**src/rtl/mdr_mem_pkg.sv**
```systemverilog
// Shared types and defaults for the MDR-side memory access sequencer.
package mdr_mem_pkg;

  localparam int DEF_DW             = 16;
  localparam int DEF_AW             = 16;
  localparam int DEF_TIMEOUT_CYCLES = 15;

  typedef enum logic [1:0] {IDLE, ACCESS, DONE} state_e;
  typedef enum logic       {READ, WRITE}        op_e;

endpackage

```
**src/rtl/mdr_memory_interface.sv**
```systemverilog
// Memory access sequencer feeding the MDR input mux: one req/ack access at a time.
// Optional abort on a stalled memory is enabled with `define MEM_TIMEOUT_EN.
module mdr_memory_interface
  import mdr_mem_pkg::*;
#(
  parameter int DW             = DEF_DW,
  parameter int AW             = DEF_AW,
  parameter int TIMEOUT_CYCLES = DEF_TIMEOUT_CYCLES
) (
  input  logic          clk,
  input  logic          rst_n,
  input  logic          rd_req,
  input  logic          wr_req,
  input  logic [AW-1:0] mar_in,
  input  logic [DW-1:0] mdr_in,
  output logic          busy,
  output logic          done,
  output logic          err,
  output logic          mem_en,
  output logic          mem_we,
  output logic [AW-1:0] mem_addr,
  output logic [DW-1:0] mem_wdata,
  input  logic [DW-1:0] mem_rdata,
  input  logic          mem_ack,
  output logic [DW-1:0] M_bus,
  output logic          MMD
);

  if (TIMEOUT_CYCLES < 1) begin : g_bad_timeout
    $error("TIMEOUT_CYCLES must be at least 1");
  end

  state_e        state_q, state_d;
  op_e           op_q, op_d;
  logic [AW-1:0] addr_q, addr_d;
  logic [DW-1:0] wdata_q, wdata_d;
  logic [DW-1:0] rdata_q, rdata_d;
  logic          mem_en_q, mem_en_d;
  logic          mem_we_q, mem_we_d;
  logic          timed_out;

`ifdef MEM_TIMEOUT_EN
  localparam int               CNT_W    = $clog2(TIMEOUT_CYCLES + 1);
  localparam logic [CNT_W-1:0] CNT_MAX  = CNT_W'(TIMEOUT_CYCLES);
  localparam logic [CNT_W-1:0] CNT_LAST = CNT_W'(TIMEOUT_CYCLES - 1);

  logic [CNT_W-1:0] wait_cnt_q, wait_cnt_d;
  logic             err_q, err_d;
`endif

  always_comb begin
    // NOTE: every signal gets a default before the case so no path leaves it unassigned (no latches).
    state_d  = state_q;
    op_d     = op_q;
    addr_d   = addr_q;
    wdata_d  = wdata_q;
    rdata_d  = rdata_q;
`ifdef MEM_TIMEOUT_EN
    err_d      = 1'b0;
    wait_cnt_d = wait_cnt_q;
`endif

    case (state_q)
      IDLE: begin
`ifdef MEM_TIMEOUT_EN
        wait_cnt_d = '0;
`endif
        // Read has priority; a simultaneous write is simply dropped.
        if (rd_req) begin
          addr_d  = mar_in;
          op_d    = READ;
          state_d = ACCESS;
        end else if (wr_req) begin
          addr_d  = mar_in;
          wdata_d = mdr_in;
          op_d    = WRITE;
          state_d = ACCESS;
        end
      end
      ACCESS: begin
        if (mem_ack) begin
          if (op_q == READ) rdata_d = mem_rdata;
          state_d = DONE;
        end else begin
`ifdef MEM_TIMEOUT_EN
          if (wait_cnt_q != CNT_MAX) wait_cnt_d = wait_cnt_q + 1'b1;
          // The counter reaches TIMEOUT_CYCLES on this cycle: give up.
          if (wait_cnt_q == CNT_LAST) begin
            err_d   = 1'b1;
            state_d = DONE;
          end
`endif
        end
      end
      DONE:    state_d = IDLE;
      default: state_d = IDLE;
    endcase

    mem_en_d = (state_d == ACCESS);
    mem_we_d = mem_en_d && (op_d == WRITE);
  end

  always_ff @(posedge clk) begin
    // NOTE: sequential state uses non-blocking assignments so all flops update from pre-edge values.
    if (!rst_n) begin
      state_q  <= IDLE;
      op_q     <= READ;
      addr_q   <= '0;
      wdata_q  <= '0;
      rdata_q  <= '0;
      mem_en_q <= 1'b0;
      mem_we_q <= 1'b0;
    end else begin
      state_q  <= state_d;
      op_q     <= op_d;
      addr_q   <= addr_d;
      wdata_q  <= wdata_d;
      rdata_q  <= rdata_d;
      mem_en_q <= mem_en_d;
      mem_we_q <= mem_we_d;
    end
  end

`ifdef MEM_TIMEOUT_EN
  always_ff @(posedge clk) begin
    if (!rst_n) begin
      wait_cnt_q <= '0;
      err_q      <= 1'b0;
    end else begin
      wait_cnt_q <= wait_cnt_d;
      err_q      <= err_d;
    end
  end

  assign timed_out = err_q;
`else
  assign timed_out = 1'b0;
`endif

  assign busy      = (state_q != IDLE);
  assign done      = (state_q == DONE);
  assign err       = timed_out;
  assign MMD       = done && (op_q == READ) && !timed_out;
  assign mem_en    = mem_en_q;
  assign mem_we    = mem_we_q;
  assign mem_addr  = addr_q;
  assign mem_wdata = wdata_q;
  assign M_bus     = rdata_q;

endmodule

```
**config.mk**
```make
export PLATFORM = sky130hd
export DESIGN_NAME = mdr_memory_interface
export DESIGN_NICKNAME = d
export VERILOG_FILES = /design/src/rtl/mdr_mem_pkg.sv /design/src/rtl/mdr_memory_interface.sv
export SDC_FILE = /design/constraint.sdc
export NUM_CORES = 1
export LEC_CHECK = 0
export BUFFER_PORTS_ARGS = -buffer_cell sky130_fd_sc_hd__buf_2
export CORE_ASPECT_RATIO = 0.6
export CORE_MARGIN = 2
export CORE_UTILIZATION = 47
export DETAILED_ROUTE_END_ITERATION = 6
export HOLD_SLACK_MARGIN = 0.1
export PLACE_DENSITY = 0.84
export RECOVER_POWER = 50
export SETUP_SLACK_MARGIN = 0.15
export SLEW_MARGIN = 20
export SYNTH_ARGS = -nofsm -noshare
export SYNTH_HDL_FRONTEND = slang
export SYNTH_SLANG_ARGS = --single-unit
```
**constraint.sdc**
```tcl
create_clock -name clk -period 4.2 [get_ports clk]
set_clock_uncertainty 0.1 [all_clocks]
set_input_delay 1.26 -clock clk [delete_from_list [all_inputs] [get_ports clk]]
set_output_delay 1.26 -clock clk [all_outputs]
set_load 0.05 [all_outputs]
```
# Yosys cells after proc, flatten, opt, wreduce, memory -nomap -nowiden
# Cells that the tools add are included.
[totals] ff_bits=53 inputBits=53 out_inout_bits=54 word_cells=29
[op_classes] n_eq_ne=3 muxes=9 n_bitwise=2 n_reduce_logical=8
[op_table] cell="$mux 16" count=2
[op_table] cell="$mux 2" count=3
[op_table] cell="$reduce_and 3->1" count=2
[op_table] cell="$eq 2x1->1 const B" count=2
[op_table] cell="$pmux 2 s2" count=1
[op_table] cell="$reduce_bool 2->1" count=2
[op_table] cell="$mux 1" count=3
[op_table] cell="$eq 2x2->1 const B" count=1
[op_table] cell="$logic_and 1x1->1" count=2
[op_table] cell="$logic_not 2->1" count=1
[op_table] cell="$not 1->1" count=2
[op_table] cell="$reduce_and 2->1" count=1

# Depth between registers and ports, before layout
# Gate-level depths: netlist (run 1).
[depth] ltp_word=5 depth_mapped=5

# Worst setup path before layout (run 1)
# OpenSTA, ideal clock, no wires.
[synth_timing] kind="reg-to-output" start="register state_q[1]" end="output port MMD" arrival_ns=1.674 required_ns=2.840 setup_slack_ns=1.166 stages_incl_launch_ff=3 path_cell_list="dfxtp_1 and2b_1 nor2b_1"
[synth_between] elab_chain_cells=2
[synth_rtl] item="from (decl)" line_no="mdr_memory_interface.sv:33" text="state_e state_q, state_d;"
[synth_rtl] item="from (signal assigned)" line_no="mdr_memory_interface.sv:114" text="state_q <= state_d;"
[synth_rtl] item="$eq 2x2->1" line_no="mdr_memory_interface.sv:141" text="assign done = (state_q == DONE);"
[synth_rtl] item="via done" line_no="mdr_memory_interface.sv:17" text="output logic done,"
[synth_rtl] item="$logic_and 1x1->1" line_no="mdr_memory_interface.sv:143" text="assign MMD = done && (op_q == READ) && !timed_out;"
[synth_rtl] item="to (decl)" line_no="mdr_memory_interface.sv:26" text="output logic MMD"
# The timed path passes the listed nets, and every way through them passes these cells.

# Worst setup path in the final report (run 1)
[layout_timing] start="register state_q[0]" end="output port busy"
[layout_between] elab_chain_cells=1
[layout_rtl] item="$reduce_bool 2->1" line_no="mdr_memory_interface.sv:140" text="assign busy = (state_q != IDLE);"
[layout_rtl] item="to (decl)" line_no="mdr_memory_interface.sv:16" text="output logic busy,"
# Every way passes these cells.

==> impl_metrics.prom, run 1 <==
# TYPE chip_impl_metric gauge
chip_impl_metric{name="design.core.area",unit="mm^2"} 0.00403
chip_impl_info{name="timing.critical_path.to_type",value="primary output"} 1
chip_impl_metric{name="dieWidth",unit="um"} 87.0
chip_impl_info{name="startpoint_type",value="register"} 1
chip_impl_metric{name="area_growth",unit="%"} 27.5
chip_impl_metric{name="cap_violations",unit=""} 0
chip_impl_metric{name="cts_sinks",unit=""} 53
chip_impl_metric{name="power.share.combinational",unit="%"} 22.2
chip_impl_metric{name="grt.met3_usage",unit="%"} 7.67
chip_impl_info{name="setup.worst_path.start",value="state_q[0]"} 1
chip_impl_metric{name="period_minus_slack",unit="ns"} 2.77
chip_impl_metric{name="fin_nets",unit=""} 386
chip_impl_metric{name="gp_congestion",unit=""} 0.829
chip_impl_metric{name="power.sequential.fraction",unit="%"} 52.5
chip_impl_metric{name="clock_insertion_delay_at_the_later_pin_of_the_skew_report",unit="ns"} 0.29
chip_impl_metric{name="timing.critical_path.required",unit="ns"} 2.84
chip_impl_metric{name="final-setup-viol-count",unit=""} 0
chip_impl_info{name="grt_busiest_layer",value="met2"} 1
chip_impl_metric{name="die_extent_in_y",unit="um"} 53.8
chip_impl_metric{name="power_switching",unit="uW"} 338
chip_impl_metric{name="grt_util_met1",unit="%"} 24.6
chip_impl_info{name="cts_tree",value="built"} 1
chip_impl_metric{name="relSlewSlack",unit="%"} 43.0
chip_impl_metric{name="post_synth.cell_area_avg",unit="um^2"} 8.19
chip_impl_metric{name="timing_max_transition_violations_final",unit=""} 0
chip_impl_metric{name="numCtsBuffers",unit=""} 5
chip_impl_metric{name="routed_wire_length_per_instance",unit="um"} 12.3
chip_impl_metric{name="synthesis.nets",unit=""} 290
chip_impl_info{name="r2r-end",value="mem_wdata[7]"} 1
chip_impl_metric{name="hold_viol",unit=""} 0
chip_impl_metric{name="ys.warnings.count",unit=""} 0
chip_impl_metric{name="placed_cell_area",unit="mm^2"} 0.00245
chip_impl_metric{name="worst-slew-pin-transition",unit="ns"} 0.852
chip_impl_metric{name="grt_pass1_wl",unit="mm"} 7.26
chip_impl_metric{name="grt_usage",unit="%"} 20.1
chip_impl_metric{name="gates_resized_cts_repair",unit=""} 0
chip_impl_metric{name="synthCells",unit=""} 237
chip_impl_info{name="hold_path_class",value="register to register"} 1
chip_impl_metric{name="switching_share",unit="%"} 32.4
chip_impl_metric{name="initial_antenna_violation_count",unit=""} 0
chip_impl_metric{name="library_cells_used_by_synthesis",unit=""} 27
chip_impl_metric{name="globalRoute.totalOverflow",unit=""} 0
chip_impl_metric{name="ys_ff_latch",unit=""} 53
chip_impl_metric{name="worst_ir_drop_vdd",unit="V"} 0.000238
chip_impl_metric{name="drive_gt1_share",unit="%"} 20.4
chip_impl_metric{name="pin_count",unit=""} 107
chip_impl_metric{name="dr_total_vias",unit=""} 1903
chip_impl_metric{name="power.static_leakage",unit="nW"} 0.995
chip_impl_info{name="crit_type",value="register to primary output"} 1
chip_impl_metric{name="grt_util_met2",unit="%"} 34.1
chip_impl_metric{name="initial_core_util",unit="%"} 48.1
chip_impl_metric{name="route.detailed.vias_per_inst",unit=""} 4.96
chip_impl_metric{name="postCtsHoldBufs",unit=""} 0
chip_impl_metric{name="drtPass1Iterations",unit=""} 4
chip_impl_metric{name="intPower",unit="uW"} 706
chip_impl_metric{name="postLayoutCellArea",unit="mm^2"} 0.00247
chip_impl_metric{name="ant_nets",unit=""} 0
chip_impl_metric{name="reg2reg_slack",unit="ns"} 2.50
chip_impl_metric{name="grt_start_max_net_pins",unit=""} 26
chip_impl_info{name="endpoint",value="busy"} 1
chip_impl_metric{name="cts_htree_levels",unit=""} 2
chip_impl_info{name="cts_root_buffer",value="sky130_fd_sc_hd__clkbuf_8"} 1
chip_impl_metric{name="dieArea",unit="mm^2"} 0.00468
chip_impl_metric{name="synth.cell_area",unit="mm^2"} 0.00194
chip_impl_metric{name="power_frac_clock",unit="%"} 25.3
chip_impl_metric{name="timing.critical_path.arrival",unit="ns"} 1.41
chip_impl_metric{name="antenna-diode-count",unit=""} 0
chip_impl_metric{name="finalCritPeriodShare",unit="%"} 66.0
chip_impl_info{name="setup_repair_after_global_routing_missed_its_margin",value="false"} 1
chip_impl_metric{name="post-route-drc-count",unit=""} 0
chip_impl_metric{name="drt-total-wl",unit="mm"} 4.73
chip_impl_metric{name="postCtsSetupRepairBufs",unit=""} 0
chip_impl_metric{name="r2r_cells",unit=""} 3
chip_impl_info{name="crit-reg2reg-launch",value="state_q[0]"} 1
chip_impl_metric{name="sequential_area_share_after_synthesis",unit="%"} 54.7
chip_impl_metric{name="path_clk_slew",unit="ns"} 0.08
chip_impl_metric{name="timing.setup.tns",unit="ns"} 0
chip_impl_metric{name="fmax",unit="GHz"} 0.361
chip_impl_info{name="status",value="complete, no violations"} 1
chip_impl_metric{name="drt-initial-drc-count",unit=""} 56
chip_impl_metric{name="placement_rows",unit=""} 18
chip_impl_metric{name="place_worst_setup_slack",unit="ns"} 1.51
chip_impl_metric{name="fin_ws",unit="ns"} 1.43
chip_impl_metric{name="worstPathMaxFanout",unit=""} 17
chip_impl_metric{name="dp_hpwl",unit="mm"} 3.48
chip_impl_metric{name="number_of_global_route_vias_before_repair",unit=""} 1641
chip_impl_metric{name="numPortBuffers",unit=""} 105
chip_impl_metric{name="power.density",unit="mW/mm^2"} 422
chip_impl_metric{name="maximum_buffer_depth_of_the_clock_tree",unit=""} 2
chip_impl_metric{name="worst_hold_margin",unit="ns"} 0.355
## state kept, by name, summed over array words and instances (netlist names)
name	flops
M_bus	16
mem_addr	16
mem_en	1
mem_wdata	16
mem_we	1
op_q	1
state_q	2
## layout by cell type (no fill, tap or decap), types with 2 or more instances in the layout
cell type / count
sky130_fd_sc_hd__buf_4: 2
sky130_fd_sc_hd__o21ai_0: 13
sky130_fd_sc_hd__clkbuf_1: 51
sky130_fd_sc_hd__a21oi_1: 49
sky130_fd_sc_hd__nand2_1: 65
sky130_fd_sc_hd__dfxtp_1: 53
sky130_fd_sc_hd__buf_2: 57
sky130_fd_sc_hd__clkbuf_8: 5
sky130_fd_sc_hd__nand3_1: 16
sky130_fd_sc_hd__nor2_1: 5
sky130_fd_sc_hd__o21ai_1: 3
## stage by stage
stage / power (mW) / std cells / util [%]
2_1_floorplan: 0.733 / 237 / -
3_3_place_gp: 0.795 / 376 / 60.9
3_5_place_dp: 0.800 / 376 / 60.9
6_report: 1.04 / 384 / 61.4
4_1_cts: 1.06 / 384 / 62.9
5_1_grt: 1.10 / 384 / 61.4
## kinds of logic after synthesis
| logic type | share of synthesized area [%] |
|---|---|
| buffers and inverters | 4.96 |
| AOI/OAI and AO/OA | 17.5 |
| DFF | 54.7 |
| other | 0.193 |
| and+or+nand+nor | 22.6 |
## synthesized netlist by cell type
cell | count | share of area [%]
sky130_fd_sc_hd__nor4_1 | 1 | 0.32
sky130_fd_sc_hd__conb_1 | 1 | 0.19
sky130_fd_sc_hd__nand2_1 | 65 | 13
sky130_fd_sc_hd__or2_2 | 1 | 0.32
sky130_fd_sc_hd__nor2b_1 | 1 | 0.32
sky130_fd_sc_hd__o21ai_0 | 13 | 3.4
sky130_fd_sc_hd__buf_2 | 6 | 1.5
sky130_fd_sc_hd__nor4b_4 | 1 | 1.2
sky130_fd_sc_hd__nand2b_1 | 1 | 0.32
sky130_fd_sc_hd__nand4bb_1 | 1 | 0.58
sky130_fd_sc_hd__and2b_1 | 1 | 0.39
sky130_fd_sc_hd__inv_2 | 1 | 0.19
sky130_fd_sc_hd__dfxtp_1 | 53 | 55
sky130_fd_sc_hd__o21ai_1 | 3 | 0.77
sky130_fd_sc_hd__buf_6 | 1 | 0.58
sky130_fd_sc_hd__a21oi_1 | 49 | 13
sky130_fd_sc_hd__nor2_1 | 5 | 0.97
sky130_fd_sc_hd__a21o_1 | 1 | 0.39
sky130_fd_sc_hd__nand3_1 | 16 | 4.1
sky130_fd_sc_hd__nor2_2 | 1 | 0.32
sky130_fd_sc_hd__and4bb_1 | 1 | 0.64
sky130_fd_sc_hd__o31ai_1 | 1 | 0.39
sky130_fd_sc_hd__clkbuf_1 | 8 | 1.5
sky130_fd_sc_hd__or4b_1 | 1 | 0.52
sky130_fd_sc_hd__inv_1 | 1 | 0.19
sky130_fd_sc_hd__buf_4 | 1 | 0.39
sky130_fd_sc_hd__clkbuf_2 | 2 | 0.52
## power by group through the flow
| stage | clock network [mW] | registers, mW | logic (mW) |
|---|---|---|---|
| detailed placement | 0 | 0.560 | 0.240 |
| floorplan | 0 | 0.654 | 0.0792 |
| global route | 0.297 | 0.552 | 0.250 |
| finish | 0.264 | 0.549 | 0.232 |
| global placement | 0 | 0.558 | 0.237 |
| CTS | 0.275 | 0.548 | 0.241 |
## worst min-delay path by stage
stage,depth (start not counted),slack (ns),to,startpoint
2_1_floorplan,2,0.38,op_q,op_q
3_3_place_gp,2,0.34,mem_wdata[10],mem_wdata[10]
3_5_place_dp,2,0.34,M_bus[3],M_bus[3]
4_1_cts,2,0.35,M_bus[3],M_bus[3]
5_1_grt,2,0.38,M_bus[14],M_bus[14]
6_report,2,0.36,mem_wdata[10],mem_wdata[10]
## critical path: stages (launching register included)
cell                      delay (ns)
sky130_fd_sc_hd__dfxtp_1        0.51
sky130_fd_sc_hd__nor2_2         0.09
sky130_fd_sc_hd__inv_2          0.21
sky130_fd_sc_hd__buf_2          0.31
## cell type report
cell class | instances | area (um^2)
clock buffer | 8 | 80.1
sequential | 53 | 1060
inverter | 2 | 7.51
tap | 50 | 62.6
timing repair buffer | 107 | 480
multi-input combinational | 164 | 783
fill | 423 | 1560
## per-layer routing
metal | share of wire [%] | vias to the layer above
met5 | 0 | -
met4 | 0.57 | 0
met3 | 9.5 | 5
met2 | 46 | 78
met1 | 44 | 840
li1 | - | 980
Note: power is estimated with default switching activity, not from simulation.
==> inputs of run 2 (changes only) <==
--- a/config.mk
+++ b/config.mk
@@ -8,10 +8,10 @@
 export BUFFER_PORTS_ARGS = -buffer_cell sky130_fd_sc_hd__buf_2
 export CORE_ASPECT_RATIO = 0.6
 export CORE_MARGIN = 2
-export CORE_UTILIZATION = 47
+export CORE_UTILIZATION = 39
 export DETAILED_ROUTE_END_ITERATION = 6
 export HOLD_SLACK_MARGIN = 0.1
-export PLACE_DENSITY = 0.84
+export PLACE_DENSITY = 0.74
 export RECOVER_POWER = 50
 export SETUP_SLACK_MARGIN = 0.15
 export SLEW_MARGIN = 20
==> constraint.sdc (replaced) <==
create_clock -name clk -period 2.4 [get_ports clk]
set_clock_uncertainty 0.1 [all_clocks]
set_input_delay 0.72 -clock clk [delete_from_list [all_inputs] [get_ports clk]]
set_output_delay 0.72 -clock clk [all_outputs]
set_load 0.05 [all_outputs]
==> impl_metrics.prom, run 2 (synthesis results as in run 1) <==
# TYPE chip_impl_metric gauge
chip_impl_metric{name="cap_violations",unit=""} 0
chip_impl_info{name="cpLargestDelayFamily",value="flip-flops"} 1
chip_impl_metric{name="pin_count",unit=""} 107
chip_impl_metric{name="ant_nets",unit=""} 0
chip_impl_metric{name="placement_rows",unit=""} 19
chip_impl_metric{name="dieWidth",unit="um"} 95.1
chip_impl_metric{name="routed_wire_length_per_instance",unit="um"} 12.7
chip_impl_info{name="timing.critical_path.to_type",value="primary output"} 1
chip_impl_metric{name="timing.critical_path.required",unit="ns"} 1.58
chip_impl_metric{name="area.sequential",unit="mm^2"} 0.00106
chip_impl_metric{name="intPower",unit="mW"} 1.34
chip_impl_metric{name="grt_start_max_net_pins",unit=""} 25
chip_impl_metric{name="globalRoute.totalOverflow",unit=""} 0
chip_impl_info{name="most_common_cell_after_layout_fill_and_taps_aside",value="sky130_fd_sc_hd__buf_2"} 1
chip_impl_metric{name="numPortBuffers",unit=""} 105
chip_impl_metric{name="timing_max_transition_violations_final",unit=""} 0
chip_impl_metric{name="post-route-drc-count",unit=""} 0
chip_impl_metric{name="area_growth",unit="%"} 33.6
chip_impl_metric{name="dr_total_vias",unit=""} 1926
chip_impl_metric{name="worst-slew-pin-transition",unit="ns"} 0.797
chip_impl_metric{name="multi_input_area",unit="um^2"} 788
chip_impl_metric{name="drive_gt1_share",unit="%"} 31.1
chip_impl_metric{name="design.core.area",unit="mm^2"} 0.00468
chip_impl_info{name="hold_path_class",value="register to register"} 1
chip_impl_info{name="cts_root_buffer",value="sky130_fd_sc_hd__clkbuf_8"} 1
chip_impl_metric{name="dp_hpwl",unit="mm"} 3.71
chip_impl_metric{name="power.density",unit="mW/mm^2"} 755
chip_impl_metric{name="totalPowerFinal",unit="mW"} 1.96
chip_impl_metric{name="dieArea",unit="mm^2"} 0.00557
chip_impl_metric{name="postLayoutCellArea",unit="mm^2"} 0.00259
chip_impl_metric{name="worst_hold_margin",unit="ns"} 0.356
chip_impl_metric{name="cts_htree_levels",unit=""} 2
chip_impl_metric{name="placed_cell_area",unit="mm^2"} 0.00252
chip_impl_metric{name="fmax",unit="GHz"} 0.452
chip_impl_metric{name="maximum_buffer_depth_of_the_clock_tree",unit=""} 2
chip_impl_metric{name="power.sequential.fraction",unit="%"} 49.1
chip_impl_metric{name="number_of_global_route_vias_before_repair",unit=""} 1729
chip_impl_metric{name="initial_core_util",unit="%"} 41.4
chip_impl_metric{name="power.static_leakage",unit="nW"} 1.15
chip_impl_info{name="setup.worst_path.start",value="state_q[0]"} 1
chip_impl_metric{name="gp_congestion",unit=""} 0.760
chip_impl_metric{name="timing.setup.tns",unit="ns"} 0
chip_impl_metric{name="numCtsBuffers",unit=""} 5
chip_impl_info{name="crit-reg2reg-launch",value="state_q[0]"} 1
chip_impl_metric{name="postCtsHoldBufs",unit=""} 0
chip_impl_metric{name="period_minus_slack",unit="ns"} 2.21
chip_impl_info{name="startpoint_type",value="register"} 1
chip_impl_metric{name="power_frac_clock",unit="%"} 29.3
chip_impl_metric{name="grt_pass1_wl",unit="mm"} 7.99
chip_impl_metric{name="relSlewSlack",unit="%"} 46.9
chip_impl_info{name="cp_cell_sequence",value="nor2_1 > inv_2 > buf_4"} 1
chip_impl_metric{name="finalCritPeriodShare",unit="%"} 92.1
chip_impl_metric{name="path_clk_slew",unit="ns"} 0.09
chip_impl_metric{name="hold_viol",unit=""} 0
chip_impl_info{name="status",value="complete, no violations"} 1
chip_impl_metric{name="power_switching",unit="uW"} 611
chip_impl_metric{name="cts_sinks",unit=""} 53
chip_impl_metric{name="timing.critical_path.arrival",unit="ns"} 1.39
chip_impl_metric{name="drtPass1Iterations",unit=""} 4
chip_impl_metric{name="initial_antenna_violation_count",unit=""} 0
chip_impl_metric{name="final-setup-viol-count",unit=""} 0
chip_impl_info{name="cts_tree",value="built"} 1
chip_impl_metric{name="grt_usage",unit="%"} 18.4
chip_impl_info{name="setup_repair_after_global_routing_missed_its_margin",value="false"} 1
chip_impl_metric{name="die_extent_in_y",unit="um"} 58.6
chip_impl_info{name="crit_type",value="register to primary output"} 1
chip_impl_metric{name="timing.critical_path.buf_inv",unit=""} 2
chip_impl_metric{name="worstPathMaxFanout",unit=""} 17
chip_impl_metric{name="place_worst_setup_slack",unit="ns"} 0.278
chip_impl_metric{name="fin_ws",unit="ns"} 0.189
chip_impl_metric{name="clock_insertion_delay_at_the_later_pin_of_the_skew_report",unit="ns"} 0.29
chip_impl_info{name="hold_path_startpoint",value="mem_wdata[9]"} 1
chip_impl_metric{name="antenna-diode-count",unit=""} 0
chip_impl_metric{name="drt-total-wl",unit="mm"} 5.10
chip_impl_info{name="slowest_stage",value="sky130_fd_sc_hd__dfxtp_1"} 1
chip_impl_metric{name="final.fill_count",unit=""} 463
chip_impl_metric{name="power.share.combinational",unit="%"} 21.6
chip_impl_metric{name="worst_ir_drop_vdd",unit="V"} 0.000375
chip_impl_metric{name="postCtsSetupRepairBufs",unit=""} 0
chip_impl_metric{name="drt-initial-drc-count",unit=""} 45
chip_impl_metric{name="crit_path_largest_cell_delay",unit="ns"} 0.49
chip_impl_metric{name="route.detailed.vias_per_inst",unit=""} 4.80
chip_impl_metric{name="fin_nets",unit=""} 391
chip_impl_metric{name="switching_share",unit="%"} 31.3
chip_impl_info{name="layout_common_cells",value="87 x sky130_fd_sc_hd__buf_2, 65 x sky130_fd_sc_hd__nand2_1, 52 x sky130_fd_sc_hd__dfxtp_1"} 1
==> run 2: changes by cell type in the layout (fill, tap and decap cells not counted) <==
cell                        previous run  this run
sky130_fd_sc_hd__dfxtp_2               0         1
sky130_fd_sc_hd__nor2_1                5         6
sky130_fd_sc_hd__dfxtp_1              53        52
sky130_fd_sc_hd__clkinv_2              0         1
sky130_fd_sc_hd__nor2_2                1         0
sky130_fd_sc_hd__nor2b_1               1         0
sky130_fd_sc_hd__buf_2                57        87
sky130_fd_sc_hd__clkbuf_1             51        19
sky130_fd_sc_hd__buf_4                 2         6
sky130_fd_sc_hd__nor2b_4               0         1
sky130_fd_sc_hd__bufinv_16             0         1
==> run 2: power by group through the flow <==
stage	registers, mW	clock network, mW	logic [mW]
final	0.961	0.573	0.422
after global routing	0.966	0.633	0.455
after CTS	0.960	0.591	0.432
after floorplan	1.14	0	0.139
after global placement	0.978	0	0.428
after detailed placement	0.981	0	0.430
==> run 2: cell type report <==
cell class,instances,area share [%]
clock buffer,5,2.65
clock inverter,2,1.35
inverter,2,0.290
multi-input combinational,164,30.4
sequential,53,41.0
tap,63,3.04
timing repair buffer,112,21.3
==> run 2: path summary, 6_finish.rpt <==
| path | end | slack [ns] | depth (start not counted) |
|---|---|---|---|
| setup / recovery | busy | 0.19 | 3 |
| hold / removal | mem_wdata[9] | 0.36 | 2 |
| setup reg to reg | mem_we | 0.60 | 4 |
| hold reg to reg | mem_wdata[9] | 0.36 | 2 |
==> run 2: repair_timing <==
action                                  in CTS  in global routing
gates resized for setup                      1                  2
pin swaps                                    0                  0
cloned                                       0                  0
endpoints found under the setup margin       1                  2
==> run 2: tightest hold or removal path, stage by stage, from the launching register on <==
cell and delay, ns:
sky130_fd_sc_hd__dfxtp_1 0.32, sky130_fd_sc_hd__nand2_1 0.05, sky130_fd_sc_hd__a21oi_1 0.05
==> run 2: routing by layer <==
layer	up-vias	global-route usage [%]	share of wire (%)
met5	-	0	0
met4	0	4.55	0.35
met3	3	7.30	10
met2	75	27.0	42
met1	861	25.5	47
li1	987	-	-
==> run 2: stage by stage <==
stage | util (%) | cells
2_1_floorplan | - | 237
3_3_place_gp | 53.7 | 394
3_5_place_dp | 53.7 | 394
4_1_cts | 56.0 | 401
5_1_grt | 55.4 | 401
6_report | 55.4 | 401
